--- config.mk ---
export PLATFORM = sky130hd
export DESIGN_NAME = spi_slave_regs_flat
export DESIGN_NICKNAME = d
export VERILOG_FILES = /design/src/rtl/spi_slave_pkg.sv /design/src/rtl/spi_slave_regs_if.sv /design/src/rtl/spi_sync_edge.sv /design/src/rtl/spi_slave_regs.sv /design/src/flat_wrapper.sv
export SDC_FILE = /design/constraint.sdc
export NUM_CORES = 1
export LEC_CHECK = 0
export ABC_AREA = 1
export CAP_MARGIN = 20
export CELL_PAD_IN_SITES_DETAIL_PLACEMENT = 0
export CELL_PAD_IN_SITES_GLOBAL_PLACEMENT = 1
export CORE_UTILIZATION = 30
export DETAILED_ROUTE_END_ITERATION = 6
export PLACE_DENSITY_LB_ADDON = 0.08
export SYNTH_ARGS = -nofsm -noshare
export SYNTH_HDL_FRONTEND = slang
export SYNTH_SLANG_ARGS = --single-unit
--- constraint.sdc ---
create_clock -name clock -period 4.1 [get_ports clock]
set_clock_uncertainty 0.2 [all_clocks]
set_input_delay 0.615 -clock clock [delete_from_list [all_inputs] [get_ports clock]]
set_output_delay 0.615 -clock clock [all_outputs]
set_load 0.03 [all_outputs]
--- src/rtl/spi_slave_pkg.sv ---
// Shared types and widths for the SPI mode-0 slave register bridge.
package spi_slave_pkg;

   localparam int ADDR_W     = 7;
   localparam int BYTE_W     = 8;
   localparam int CNT_W      = 3;
   localparam int CMD_RW_BIT = 7;

   typedef enum logic [1:0] {
      IDLE = 2'd0,
      CMD  = 2'd1,
      DATA = 2'd2
   } state_e;

endpackage

--- src/rtl/spi_slave_regs_if.sv ---
// Register bus between the SPI slave (master modport) and the register file (slave modport).
interface spi_slave_regs_if;
   import spi_slave_pkg::*;

   logic [ADDR_W-1:0] reg_addr;
   logic [BYTE_W-1:0] reg_wdata;
   logic              reg_we;
   logic              reg_re;
   logic [BYTE_W-1:0] reg_rdata;

   modport master (
      output reg_addr,
      output reg_wdata,
      output reg_we,
      output reg_re,
      input  reg_rdata
   );

   modport slave (
      input  reg_addr,
      input  reg_wdata,
      input  reg_we,
      input  reg_re,
      output reg_rdata
   );

endinterface

--- src/rtl/spi_sync_edge.sv ---
// Multi-flop synchronizer for an asynchronous SPI pin, with single-cycle rise/fall pulses
// derived from the synchronized level.
module spi_sync_edge #(
   parameter int   SYNC_STAGES = 2,
   parameter logic RESET_VAL   = 1'b0
) (
   input  logic clock,
   input  logic reset,
   input  logic async_i,
   output logic level_o,
   output logic rise_o,
   output logic fall_o
);

   logic [SYNC_STAGES-1:0] sync_q;
   logic                   prev_q;

   // Synchronizer chain plus one flop of history for edge detection
   always_ff @(posedge clock) begin
      if (reset) begin
         sync_q <= {SYNC_STAGES{RESET_VAL}};
         prev_q <= RESET_VAL;
      end else begin
         sync_q <= {sync_q[SYNC_STAGES-2:0], async_i};
         prev_q <= sync_q[SYNC_STAGES-1];
      end
   end

   assign level_o = sync_q[SYNC_STAGES-1];
   assign rise_o  = sync_q[SYNC_STAGES-1] & ~prev_q;
   assign fall_o  = ~sync_q[SYNC_STAGES-1] & prev_q;

endmodule

--- src/rtl/spi_slave_regs.sv ---
// SPI mode-0 slave bridging an external master to an 8-bit register bus; SCLK is
// oversampled on the system clock. Frame: command byte {rw, addr[6:0]} then data bytes.
module spi_slave_regs
   import spi_slave_pkg::*;
#(
   parameter int SYNC_STAGES = 2,
   parameter int AUTO_INC    = 1
) (
   input  logic             clock,
   input  logic             reset,
   input  logic             spi_sclk,
   input  logic             spi_csn,
   input  logic             spi_mosi,
   output logic             spi_miso,
   output logic             spi_miso_oe,
   spi_slave_regs_if.master bus,
   output logic             busy,
   output logic             frame_err
);

   logic sclk_lvl_unused, sclk_rise_s, sclk_fall_s;
   logic csn_lvl_s, csn_rise_unused, csn_fall_s;
   logic mosi_lvl_s, mosi_rise_unused, mosi_fall_unused;

   // csn idles high so reset cannot fake a frame start
   spi_sync_edge #(.SYNC_STAGES(SYNC_STAGES), .RESET_VAL(1'b0)) u_sync_sclk (
      .clock(clock), .reset(reset), .async_i(spi_sclk),
      .level_o(sclk_lvl_unused), .rise_o(sclk_rise_s), .fall_o(sclk_fall_s)
   );
   spi_sync_edge #(.SYNC_STAGES(SYNC_STAGES), .RESET_VAL(1'b1)) u_sync_csn (
      .clock(clock), .reset(reset), .async_i(spi_csn),
      .level_o(csn_lvl_s), .rise_o(csn_rise_unused), .fall_o(csn_fall_s)
   );
   spi_sync_edge #(.SYNC_STAGES(SYNC_STAGES), .RESET_VAL(1'b0)) u_sync_mosi (
      .clock(clock), .reset(reset), .async_i(spi_mosi),
      .level_o(mosi_lvl_s), .rise_o(mosi_rise_unused), .fall_o(mosi_fall_unused)
   );

   state_e            state_q;
   logic [CNT_W-1:0]  bit_cnt_q;
   logic [BYTE_W-1:0] rx_shift_q, tx_shift_q, tx_next_q, reg_wdata_q;
   logic [ADDR_W-1:0] addr_q, reg_addr_q;
   logic              rw_q, reg_we_q, reg_re_q, busy_q, frame_err_q, miso_oe_q;

   logic [BYTE_W-1:0] rx_byte_d;
   logic [ADDR_W-1:0] addr_inc_d;
   logic [CNT_W-1:0]  bit_cnt_adv_d;

   // Completed byte, next address, and the bit count as if this cycle's rise were taken
   always_comb begin
      rx_byte_d     = {rx_shift_q[BYTE_W-2:0], mosi_lvl_s};
      addr_inc_d    = addr_q + ADDR_W'(AUTO_INC);
      bit_cnt_adv_d = bit_cnt_q + {{(CNT_W-1){1'b0}}, sclk_rise_s};
   end

   // Frame FSM, shift registers, address tracking and register-bus strobes
   always_ff @(posedge clock) begin
      if (reset) begin
         state_q     <= IDLE;
         bit_cnt_q   <= {CNT_W{1'b0}};
         rx_shift_q  <= {BYTE_W{1'b0}};
         tx_shift_q  <= {BYTE_W{1'b0}};
         tx_next_q   <= {BYTE_W{1'b0}};
         reg_wdata_q <= {BYTE_W{1'b0}};
         addr_q      <= {ADDR_W{1'b0}};
         reg_addr_q  <= {ADDR_W{1'b0}};
         rw_q        <= 1'b0;
         reg_we_q    <= 1'b0;
         reg_re_q    <= 1'b0;
         busy_q      <= 1'b0;
         frame_err_q <= 1'b0;
         miso_oe_q   <= 1'b0;
      end else begin
         reg_we_q    <= 1'b0;
         reg_re_q    <= 1'b0;
         frame_err_q <= 1'b0;
         miso_oe_q   <= ~csn_lvl_s;
         if (reg_re_q) begin
            tx_next_q <= bus.reg_rdata;
         end
         if (csn_lvl_s) begin
            // Deselect aborts everything; a byte finishing on this very cycle still counts as whole
            if (state_q != IDLE) begin
               frame_err_q <= (bit_cnt_adv_d != {CNT_W{1'b0}});
            end
            state_q    <= IDLE;
            busy_q     <= 1'b0;
            bit_cnt_q  <= {CNT_W{1'b0}};
            tx_shift_q <= {BYTE_W{1'b0}};
         end else begin
            case (state_q)
               IDLE: begin
                  if (csn_fall_s) begin
                     state_q    <= CMD;
                     busy_q     <= 1'b1;
                     bit_cnt_q  <= {CNT_W{1'b0}};
                     rx_shift_q <= {BYTE_W{1'b0}};
                     tx_shift_q <= {BYTE_W{1'b0}};
                     tx_next_q  <= {BYTE_W{1'b0}};
                  end
               end
               CMD, DATA: begin
                  if (sclk_rise_s) begin
                     rx_shift_q <= rx_byte_d;
                     bit_cnt_q  <= bit_cnt_q + {{(CNT_W-1){1'b0}}, 1'b1};
                     if (bit_cnt_q == {CNT_W{1'b1}}) begin
                        if (state_q == CMD) begin
                           state_q <= DATA;
                           rw_q    <= rx_byte_d[CMD_RW_BIT];
                           addr_q  <= rx_byte_d[ADDR_W-1:0];
                           if (rx_byte_d[CMD_RW_BIT]) begin
                              reg_re_q   <= 1'b1;
                              reg_addr_q <= rx_byte_d[ADDR_W-1:0];
                           end
                        end else if (rw_q) begin
                           // Prefetch the following byte so the master never waits
                           addr_q     <= addr_inc_d;
                           reg_addr_q <= addr_inc_d;
                           reg_re_q   <= 1'b1;
                        end else begin
                           reg_we_q    <= 1'b1;
                           reg_addr_q  <= addr_q;
                           reg_wdata_q <= rx_byte_d;
                           addr_q      <= addr_inc_d;
                        end
                     end
                  end
                  if (sclk_fall_s) begin
                     if (bit_cnt_q == {CNT_W{1'b0}}) begin
                        tx_shift_q <= tx_next_q;
                     end else begin
                        tx_shift_q <= {tx_shift_q[BYTE_W-2:0], 1'b0};
                     end
                  end
               end
               default: begin
                  state_q <= IDLE;
                  busy_q  <= 1'b0;
               end
            endcase
         end
      end
   end

   assign spi_miso      = tx_shift_q[BYTE_W-1];
   assign spi_miso_oe   = miso_oe_q;
   assign bus.reg_addr  = reg_addr_q;
   assign bus.reg_wdata = reg_wdata_q;
   assign bus.reg_we    = reg_we_q;
   assign bus.reg_re    = reg_re_q;
   assign busy          = busy_q;
   assign frame_err     = frame_err_q;

endmodule

--- src/flat_wrapper.sv ---
// flat-port wrapper written by rule: the top's interface ports become plain ports
module spi_slave_regs_flat import spi_slave_pkg::*;
#(
   parameter int SYNC_STAGES = 2,
   parameter int AUTO_INC    = 1
)
  (clock, reset, spi_sclk, spi_csn, spi_mosi, spi_miso, spi_miso_oe, busy, frame_err, bus_reg_addr, bus_reg_wdata, bus_reg_we, bus_reg_re, bus_reg_rdata);
  spi_slave_regs_if bus_i ();
  input  logic clock;
  input  logic reset;
  input  logic spi_sclk;
  input  logic spi_csn;
  input  logic spi_mosi;
  output logic spi_miso;
  output logic spi_miso_oe;
  output logic busy;
  output logic frame_err;
  output wire logic [$bits(bus_i.reg_addr)-1:0] bus_reg_addr;
  output wire logic [$bits(bus_i.reg_wdata)-1:0] bus_reg_wdata;
  output wire logic [$bits(bus_i.reg_we)-1:0] bus_reg_we;
  output wire logic [$bits(bus_i.reg_re)-1:0] bus_reg_re;
  input wire logic [$bits(bus_i.reg_rdata)-1:0] bus_reg_rdata;
  assign bus_reg_addr = bus_i.reg_addr;
  assign bus_reg_wdata = bus_i.reg_wdata;
  assign bus_reg_we = bus_i.reg_we;
  assign bus_reg_re = bus_i.reg_re;
  assign bus_i.reg_rdata = bus_reg_rdata;
  spi_slave_regs #(.SYNC_STAGES(SYNC_STAGES), .AUTO_INC(AUTO_INC)) u_core (.clock(clock), .reset(reset), .spi_sclk(spi_sclk), .spi_csn(spi_csn), .spi_mosi(spi_mosi), .spi_miso(spi_miso), .spi_miso_oe(spi_miso_oe), .bus(bus_i), .busy(busy), .frame_err(frame_err));
endmodule
==> results of run 1 <==
-- synthesized netlist by cell type, types with 2 or more instances --
cell type	number	share of area
nor3_1	2	0.0034
nand4_1	7	0.015
buf_6	2	0.0077
o21ai_0	28	0.048
nand3_1	23	0.039
inv_2	3	0.0038
or2_2	2	0.0043
nand2_1	110	0.14
nor2_1	63	0.081
dfxtp_1	64	0.44
buf_2	3	0.0051
clkbuf_1	5	0.0064
ha_1	9	0.038
o21ai_1	2	0.0034
a21oi_1	39	0.066
inv_1	51	0.065
-- cells by family after synthesis --
family,after synthesis,share of synthesized area
XOR/XNOR,1,0.00298
adder cells (fa/ha/maj),9,0.0383
buffers and inverters,67,0.0942
AND/OR/NAND/NOR,212,0.298
AO/OA/AOI/OAI,74,0.130
flip-flops,64,0.436
-- power by group through the flow --
stage | clock network (W) | registers [W] | logic [W]
after floorplan | 0 | 0.000643 | 0.0000273
after global placement | 0 | 0.000643 | 0.0000500
after detailed placement | 0 | 0.000642 | 0.0000497
after CTS | 0.000633 | 0.000628 | 0.0000497
after global routing | 0.000658 | 0.000629 | 0.0000550
final | 0.000614 | 0.000628 | 0.0000490
-- flip-flops by register name, summed over array words and instances (netlist names), 2 cells and up --
name	count
u_core.state_q	2
u_core.bus.reg_wdata	8
u_core.tx_next_q	8
u_core.rx_shift_q	7
u_core.u_sync_sclk.sync_q	2
u_core.u_sync_csn.sync_q	2
u_core.tx_shift_q	8
u_core.u_sync_mosi.sync_q	2
u_core.bus.reg_addr	7
u_core.addr_q	7
u_core.bit_cnt_q	3
-- per-stage QoR --
stage | instance area, um^2 | power (W)
floorplan | 2940 | 0.000670
global placement | 3380 | 0.000693
detailed placement | 3380 | 0.000692
CTS | 3600 | 0.00131
global route | 3600 | 0.00134
finish | 3600 | 0.00129
-- worst min-delay path by stage --
stage	startpoint	endpoint	cells past startpoint
4_1_cts	u_core.u_sync_sclk.sync_q[0]	u_core.u_sync_sclk.sync_q[1]	2
3_3_place_gp	u_core.u_sync_sclk.sync_q[0]	u_core.u_sync_sclk.sync_q[1]	2
6_report	u_core.u_sync_sclk.sync_q[0]	u_core.u_sync_sclk.sync_q[1]	2
3_5_place_dp	u_core.u_sync_sclk.sync_q[0]	u_core.u_sync_sclk.sync_q[1]	2
2_1_floorplan	u_core.u_sync_mosi.sync_q[0]	u_core.u_sync_mosi.sync_q[1]	2
5_1_grt	u_core.u_sync_sclk.sync_q[0]	u_core.u_sync_sclk.sync_q[1]	2
-- routing by layer --
| layer | GRT usage | vias up |
|---|---|---|
| li1 | - | 1422 |
| met1 | 0.199 | 1205 |
| met2 | 0.253 | 40 |
| met3 | 0.0465 | 6 |
| met4 | 0.0468 | 0 |
| met5 | 0 | - |
-- area by class of cell --
class | instances | area (um^2)
clock inverter | 5 | 80.1
fill | 1028 | 5770
clock buffer | 11 | 141
inverter | 55 | 209
multi-input combinational | 296 | 1380
tap | 129 | 161
sequential | 64 | 1280
timing repair buffer | 35 | 345
==> impl_results.md, run 1 <==
- Status: completed
- Sw frac: 0.223
- Critical path peak fanout: 11
- Worst slew pin tran: 0.709 ns
- Final WL: 7420 um
- DRC: 0
- Synth Register Bits: 64
- Cell variety after synth: 30
- Setup crit start kind: flop
- Setup crit end kind: output pin
- Largest net degree at the start of global routing: 26
- H-tree level count: 3
- Share of post-route cells with drive strength above 1: 0.0622
- Final hold vios: 0
- P_leak: 1.57 nW
- Met3 wire len: 276 um
- Port bufs: 33
- Logic pwr share: 0.038
- Syn Nets: 449
- Pre-Repair DR Iteration Count: 4
- Cells after synthesis: 427
- Share of the core filled with cells: 0.384
- CP endpoint: bus_reg_re
- Antenna violations before repair: 0
- Max Slew Vio Count: 0
- Reg2reg path depth: 8
- Worst setup path startpoint: u_core.bus.reg_re
- Most used DFF post-synth: dfxtp_1
- Routed length on met1: 3650 um
- Initial Utilization: 0.313
- Required @ worst endpoint: 3.28 ns
- Slowest cell on crit path: clkdlybuf4s50_1
- Die height: 101 um
- Ys Warns: 0
- Antenna cells: 0
- Vias in the first global route: 2524
- P_int: 0.00100 W
- Clk sinks: 64
- DIE WIDTH: 101 um
- Clock share of power: 0.475
- Net switching power: 0.000287 W
- P per Cell Area: 359 mW/mm^2
- I/O Pins: 34
- Crit path DAT: 1.68 ns
- R2R Setup Slk: 1.81 ns
- Grt ovf: 0
- Standard-cell row count: 35
- Reg2reg start: u_core.state_q[0]
- Achievable clock frequency: 0.401 GHz
- Seq pwr share: 0.487
- Critical path buffer and inverter count: 1
- Final setup viols: 0
- Post-CTS setup buffer count: 0
- GP Congestion: 0.791
- Sequential fraction of the synthesis area: 0.436
- Via count: 2673
- Max_slew headroom: 0.527
- Detailed router's first-iteration violation count: 81
- Post-Place Cells: 579
- Post-synthesis cell area: 0.00294 mm^2
- Tcrit/Tclk final: 0.608
- Wire per inst: 12.5 um
- CTS tree: built
- Max Cap Viol: 0
- First-pass GRT wire length: 12200 um
- Most common cell after layout, fill and taps aside: nand2_1
- WP depth: 1
- Pre-CTS setup slack: 1.44 ns
- EDFF count, synth: 0
- CP peak stage delay: 0.76 ns
- Reg clk slew, reported paths: 0.08 ns
- Most frequent cells in the layout: nand2_1, dfxtp_1, nor2_1, inv_1, a21oi_1
- Antenna viol nets, final: 0
- Ys async rst share: 0
- Crit path cell chain: clkdlybuf4s50_1
- Worst vdd ir: 197 uV
- Family with the most delay on the worst path: buffers and inverters
- Hold slack: 0.206 ns
- Post-DP HPWL: 5350 um
- Hold_buf cts: 0
- Die ar.: 0.0102 mm^2
- Total GRT Usage: 0.156
- PnR worst setup slack: 1.61 ns
- Area delta synth->final: 22.5%
- Unrepaired setup endpoints after global routing: false
- Post-Layout Cell Count: 595
- Final #Nets: 483
- Worst Setup Path Type: flop to output pin
- Max layer used: met4
- Crit path time final: 2.49 ns
- Core Box Area: 0.00937 mm^2
- Inserted Clock Buffers: 9
- Worst hold-check path type: flop to flop
- Root Driver: clkbuf_8
- Met2 WL: 3410 um
- Worst-Skew Late Latency: 0.34 ns
- Final TNS setup: 0 ns
- Post_cts resized: 0
- Vias per cell: 4.49
- RR Endpoint: u_core.tx_shift_q[3]
- Largest buffer count on any clock path: 2
- Avg Cell Area, Syn: 6.88 um^2
(Power assumes the default switching activity.)
==> inputs of run 2 (changes only) <==
==> constraint.sdc (replaced) <==
create_clock -name clock -period 2.3 [get_ports clock]
set_clock_uncertainty 0.2 [all_clocks]
set_input_delay 0.345 -clock clock [delete_from_list [all_inputs] [get_ports clock]]
set_output_delay 0.345 -clock clock [all_outputs]
set_load 0.03 [all_outputs]
==> impl_results.md, run 2 (same netlist as run 1, synthesis figures left out) <==
- H-tree level count: 3 (unchanged)
- Die height: 101 um (unchanged)
- Cell repeated most along the worst path: nand2_1
- Crit path DAT: 2.04 ns (+0.36 ns)
- Vias per cell: 4.48 (-0.24%)
- Worst slew pin tran: 0.675 ns (-0.0340 ns)
- Hold slack: 0.201 ns (-0.00506 ns)
- Area delta synth->final: 25.6%
- Fill cells: 1029 (+0.097%)
- Antenna violations before repair: 0 (unchanged)
- DIE WIDTH: 101 um (unchanged)
- Tcrit/Tclk final: 0.871
- Root Driver: clkbuf_8
- Die ar.: 0.0102 mm^2 (unchanged)
- Hold_buf cts: 0 (unchanged)
- Via count: 2707 (+1.3%)
- Reg clk slew, reported paths: 0.07 ns (about the same)
- Grt ovf: 0 (unchanged)
- Worst vdd ir: 273 uV (+39%)
- Worst-Skew Late Latency: 0.34 ns (about the same)
- I/O Pins: 34 (unchanged)
- Worst hold-check path type: flop to flop
- Critical path buffer and inverter count: 2 (+1)
- Setup crit start kind: flop
- Final WL: 7500 um (+1.1%)
- Inserted Clock Buffers: 9 (unchanged)
- Antenna cells: 0 (unchanged)
- Final #Nets: 492 (+1.9%)
- Crit path time final: 2.00 ns
- DRC: 0 (unchanged)
- Standard-cell row count: 35 (unchanged)
- Final setup viols: 0 (unchanged)
- First-pass GRT wire length: 12600 um (+3.0%)
- Largest net degree at the start of global routing: 19 (-27%)
- Detailed router's first-iteration violation count: 89 (+9.9%)
- Total GRT Usage: 0.162 (+0.00548)
- Max Slew Vio Count: 0 (unchanged)
- Post-CTS setup buffer count: 0 (unchanged)
- Critical path peak fanout: 9 (-2)
- Setup crit end kind: flop
- Crit path cell chain: inv_1 -> ha_1 -> inv_2 -> nand2_1 -> nand2_1 -> nor2_2 -> nand2_1 -> nand2_1 -> nor2_1
- Final hold vios: 0 (unchanged)
- Most common cell after layout, fill and taps aside: nand2_1
- Port bufs: 33 (unchanged)
- Max Cap Viol: 0 (unchanged)
- Unrepaired setup endpoints after global routing: false
- Post-DP HPWL: 5470 um (+2.4%)
- Slowest cell on crit path: ha_1
- Required @ worst endpoint: 2.34 ns (-0.94 ns)
- Post-Layout Cell Count: 604 (+1.5%)
- Clk sinks: 64 (unchanged)
- Share of the core filled with cells: 0.393 (+0.00961)
- Worst Setup Path Type: flop to flop
- Core Box Area: 0.00937 mm^2 (unchanged)
- CP peak stage delay: 0.37 ns (-0.39 ns)
- P per Cell Area: 652 mW/mm^2 (+82%)
- Family with the most delay on the worst path: simple AND/OR/NAND/NOR gates
- Largest buffer count on any clock path: 2 (unchanged)
- Achievable clock frequency: 0.499 GHz
- Max_slew headroom: 0.547 (+0.0202)
- Post_cts resized: 0 (unchanged)
- CTS tree: built
- Share of post-route cells with drive strength above 1: 0.0821 (+0.0199)
- Post-Place Cells: 588 (+1.6%)
- Final TNS setup: 0 ns (unchanged)
- Pre-Repair DR Iteration Count: 4 (unchanged)
- R2R Setup Slk: 0.30 ns (-1.51 ns)
- P_leak: 1.63 nW (+3.7%)
- Status: completed
- GP Congestion: 0.823 (+4.0%)
- Initial Utilization: 0.313 (unchanged)
- Antenna viol nets, final: 0 (unchanged)
- Vias in the first global route: 2545 (+0.83%)
- Most frequent cells in the layout: nand2_1, dfxtp_1, nor2_1, inv_1, a21oi_1
- Wire per inst: 12.4 um (-0.39%)
- Total power draw: 0.00240 W (+86%)
==> run 2: cell types whose count changed in the layout (fill, tap and decap cells not counted) <==
cell / previous run / this run
clkbuf_1: 1 / 0
clkinvlp_4: 2 / 1
clkinv_4: 0 / 2
buf_4: 2 / 11
bufinv_16: 2 / 3
clkbuf_8: 10 / 9
==> run 2: layer usage <==
layer | vias up | part of all wire | GRT usage
met1 | 1202 | 0.50 | 0.212
li1 | 1431 | - | -
met5 | - | 0 | 0
met4 | 0 | 0.017 | 0.0669
met3 | 12 | 0.037 | 0.0319
met2 | 62 | 0.45 | 0.259
==> run 2: final timing paths <==
path / start / end / depth (start not counted)
setup / recovery: u_core.state_q[0] / u_core.tx_shift_q[2] / 9
hold reg to reg: u_core.u_sync_sclk.sync_q[0] / u_core.u_sync_sclk.sync_q[1] / 2
hold / removal: u_core.u_sync_sclk.sync_q[0] / u_core.u_sync_sclk.sync_q[1] / 2
setup reg to reg: u_core.state_q[0] / u_core.tx_shift_q[2] / 9
==> run 2: power by group <==
group | internal, W | leakage, nW | switching [W]
registers | 0.00111 | 0.517 | 0.00000423
clock network | 0.000721 | 0.119 | 0.000470
logic | 0.0000395 | 0.994 | 0.0000540
total | 0.00188 | 1.63 | 0.000528
==> run 2: area by class of cell <==
| type | instances | area [um^2] | area share |
|---|---|---|---|
| clock buffers | 9 | 124 | 0.0336 |
| flip-flops and latches | 64 | 1280 | 0.347 |
| inverters | 55 | 209 | 0.0567 |
| repair buffers | 44 | 413 | 0.112 |
| well taps | 129 | 161 | 0.0438 |
| multi-input cells | 296 | 1380 | 0.374 |
| clock inverters | 7 | 120 | 0.0326 |
==> run 2: through the flow <==
step	setup slack, ns	instance area [um^2]
2_1_floorplan	0.610	2940
3_3_place_gp	0.304	3440
3_5_place_dp	0.285	3440
4_1_cts	0.290	3690
5_1_grt	0.0831	3690
6_report	0.297	3690
==> run 2: worst register-to-register path: stages, from the launching register on <==
cell and delay [ns]:
dfxtp_1 0.35, inv_1 0.07, ha_1 0.37, inv_2 0.08, nand2_1 0.22, nand2_1 0.10
nor2_2 0.29, nand2_1 0.09, nand2_1 0.07, nor2_1 0.04
==> inputs of run 3 (changes only) <==
--- a/config.mk
+++ b/config.mk
@@ -9,7 +9,7 @@
 export CAP_MARGIN = 20
 export CELL_PAD_IN_SITES_DETAIL_PLACEMENT = 0
 export CELL_PAD_IN_SITES_GLOBAL_PLACEMENT = 1
-export CORE_UTILIZATION = 30
+export CORE_UTILIZATION = 40
 export DETAILED_ROUTE_END_ITERATION = 6
 export PLACE_DENSITY_LB_ADDON = 0.08
 export SYNTH_ARGS = -nofsm -noshare
==> impl_results.md, run 3 (same netlist as run 1, synthesis figures left out) <==
- Final WL: 6800 um (-9.3%)
- Core Box Area: 0.00694 mm^2 (-26%)
- Worst slew pin tran: 0.709 ns (+0.0341 ns)
- M3 GR Usage: 0.0330 (+0.00109)
- Post-Place Cells: 553 (-6.0%)
- Worst hold start: u_core.u_sync_sclk.sync_q[0]
- Final setup viols: 0 (unchanged)
- Hold_buf cts: 0 (unchanged)
- Required @ worst endpoint: 1.75 ns (-0.59 ns)
- First-pass GRT wire length: 11500 um (-8.8%)
- Antenna cells: 0 (unchanged)
- Worst Setup Path Type: flop to output pin
- CP peak stage delay: 0.75 ns (+0.38 ns)
- Post-Layout Cell Count: 569 (-5.8%)
- Met2 global-route usage: 0.342 (+0.0824)
- P per Cell Area: 598 mW/mm^2 (-8.3%)
- Area of the multi-input gates: 0.00138 mm^2 (unchanged)
- Fill cells: 721 (-30%)
- Post-DP HPWL: 4920 um (-10%)
- Area delta synth->final: 21.7%
- Critical path peak fanout: 11 (+2)
- Worst setup path startpoint: u_core.bus.reg_re
- Largest net degree at the start of global routing: 25 (+6)
- Crit path time final: 2.17 ns (+0.165 ns)
- Initial Utilization: 0.423 (+0.110)
- FF/Latch Area: 0.00128 mm^2 (unchanged)
- Die height: 87.7 um (-13%)
- Vias per cell: 4.79 (+6.9%)
- P_leak: 1.59 nW (-2.3%)
- Crit path cell chain: clkdlybuf4s50_1
- Most common cell after layout, fill and taps aside: nand2_1
- Vias in the first global route: 2559 (+0.55%)
- CP endpoint: bus_reg_re
- Final #Nets: 490 (-0.41%)
- Via count: 2725 (+0.66%)
- Antenna viol nets, final: 0 (unchanged)
- Post-CTS setup buffer count: 0 (unchanged)
- Worst hold-check path type: flop to flop
- I/O Pins: 34 (unchanged)
- Setup crit end kind: output pin
- Achievable clock frequency: 0.461 GHz (-7.6%)
- Family with the most delay on the worst path: buffers and inverters
- H-tree level count: 3 (unchanged)
- Grt ovf: 0 (unchanged)
- Crit path DAT: 1.62 ns (-0.42 ns)
- DRC: 0 (unchanged)
- Unrepaired setup endpoints after global routing: false
- Antenna violations before repair: 0 (unchanged)
- CTS tree: built
- Critical path buffer and inverter count: 1 (-1)
- Wire per inst: 11.9 um (-3.8%)
- DIE WIDTH: 87.7 um (-13%)
- Slowest cell on crit path: clkdlybuf4s50_1
- Setup crit start kind: flop
- Pre-Repair DR Iteration Count: 5 (+1)
- Status: completed
- R2R Setup Slk: 0.24 ns (-0.06 ns)
- Reg clk slew, reported paths: 0.07 ns (about the same)
- Most frequent cells in the layout: nand2_1, dfxtp_1, nor2_1, inv_1, a21oi_1
- Met1 Use GR: 0.234 (+0.0222)
- Standard-cell row count: 30 (-14%)
- Max_slew headroom: 0.524 (-0.0229)
- Final hold vios: 0 (unchanged)
- WP depth: 1 (-8)
- Tcrit/Tclk final: 0.943 (+0.0719)
- Inserted Clock Buffers: 9 (unchanged)
- Max Cap Viol: 0 (unchanged)
- Port bufs: 33 (unchanged)
- Total GRT Usage: 0.197 (+0.0354)
- Reg2reg path depth: 9 (unchanged)
- GP Congestion: 0.881 (+7.1%)
- Most Crowded Layer GR: met2
- Post_cts resized: 0 (unchanged)
- Clk sinks: 64 (unchanged)
- Max Slew Vio Count: 0 (unchanged)
- Root Driver: clkbuf_8
- Die ar.: 0.00769 mm^2 (-25%)
- Worst-Skew Late Latency: 0.33 ns (about the same)
- Worst vdd ir: 298 uV (+9.1%)
- RR Endpoint: u_core.tx_shift_q[6]
- Detailed router's first-iteration violation count: 97 (+9.0%)
- Final TNS setup: 0 ns (unchanged)
- Share of post-route cells with drive strength above 1: 0.0761 (-0.00600)
- Largest buffer count on any clock path: 2 (unchanged)
- Reg2reg start: u_core.state_q[0]
## run 3: cell types whose count changed in the layout (fill, tap and decap cells not counted)
cell | before | now
clkinvlp_4 | 1 | 2
clkinv_2 | 1 | 3
bufinv_16 | 3 | 1
clkbuf_1 | 0 | 1
clkinv_4 | 2 | 0
buf_4 | 11 | 9
## run 3: worst min-delay path by stage
| stage | slack (ns) | depth (start not counted) | end |
|---|---|---|---|
| final | 0.20 | 2 | u_core.u_sync_sclk.sync_q[1] |
| after global routing | 0.21 | 1 | u_core.u_sync_csn.sync_q[1] |
| after CTS | 0.20 | 1 | u_core.u_sync_csn.sync_q[1] |
| after detailed placement | 0.19 | 1 | u_core.u_sync_csn.sync_q[1] |
| after global placement | 0.19 | 2 | u_core.u_sync_sclk.sync_q[1] |
| after floorplan | 0.19 | 2 | u_core.u_sync_mosi.sync_q[1] |
## run 3: power breakdown
group / internal (W) / switching (W)
Sequential: 0.00112 / 0.00000451
Combinational: 0.0000382 / 0.0000518
Clock: 0.000495 / 0.000432
## run 3: stage by stage
step	instance area [um^2]	worst slack [ns]	total power [W]	hold WS, ns	util
2_1_floorplan	2940	0.610	0.00119	0.188	-
3_3_place_gp	3390	0.339	0.00124	0.189	0.488
3_5_place_dp	3390	0.289	0.00124	0.195	0.488
4_1_cts	3570	0.0659	0.00217	0.204	0.515
5_1_grt	3570	0.0321	0.00223	0.205	0.515
6_report	3570	0.132	0.00214	0.204	0.515
## run 3: cell type report
class                      count  area share
multi-input combinational    296       0.386
sequential                    64       0.358
timing repair buffer          42       0.111
inverter                      55      0.0585
clock buffer                  10      0.0357
tap                           96      0.0336
clock inverter                 6      0.0168
## run 3: per-layer routing
layer,up-vias,part of all wire
met5,-,0
met1,1232,0.47
met4,0,0.023
met2,40,0.48
met3,14,0.026
li1,1439,-
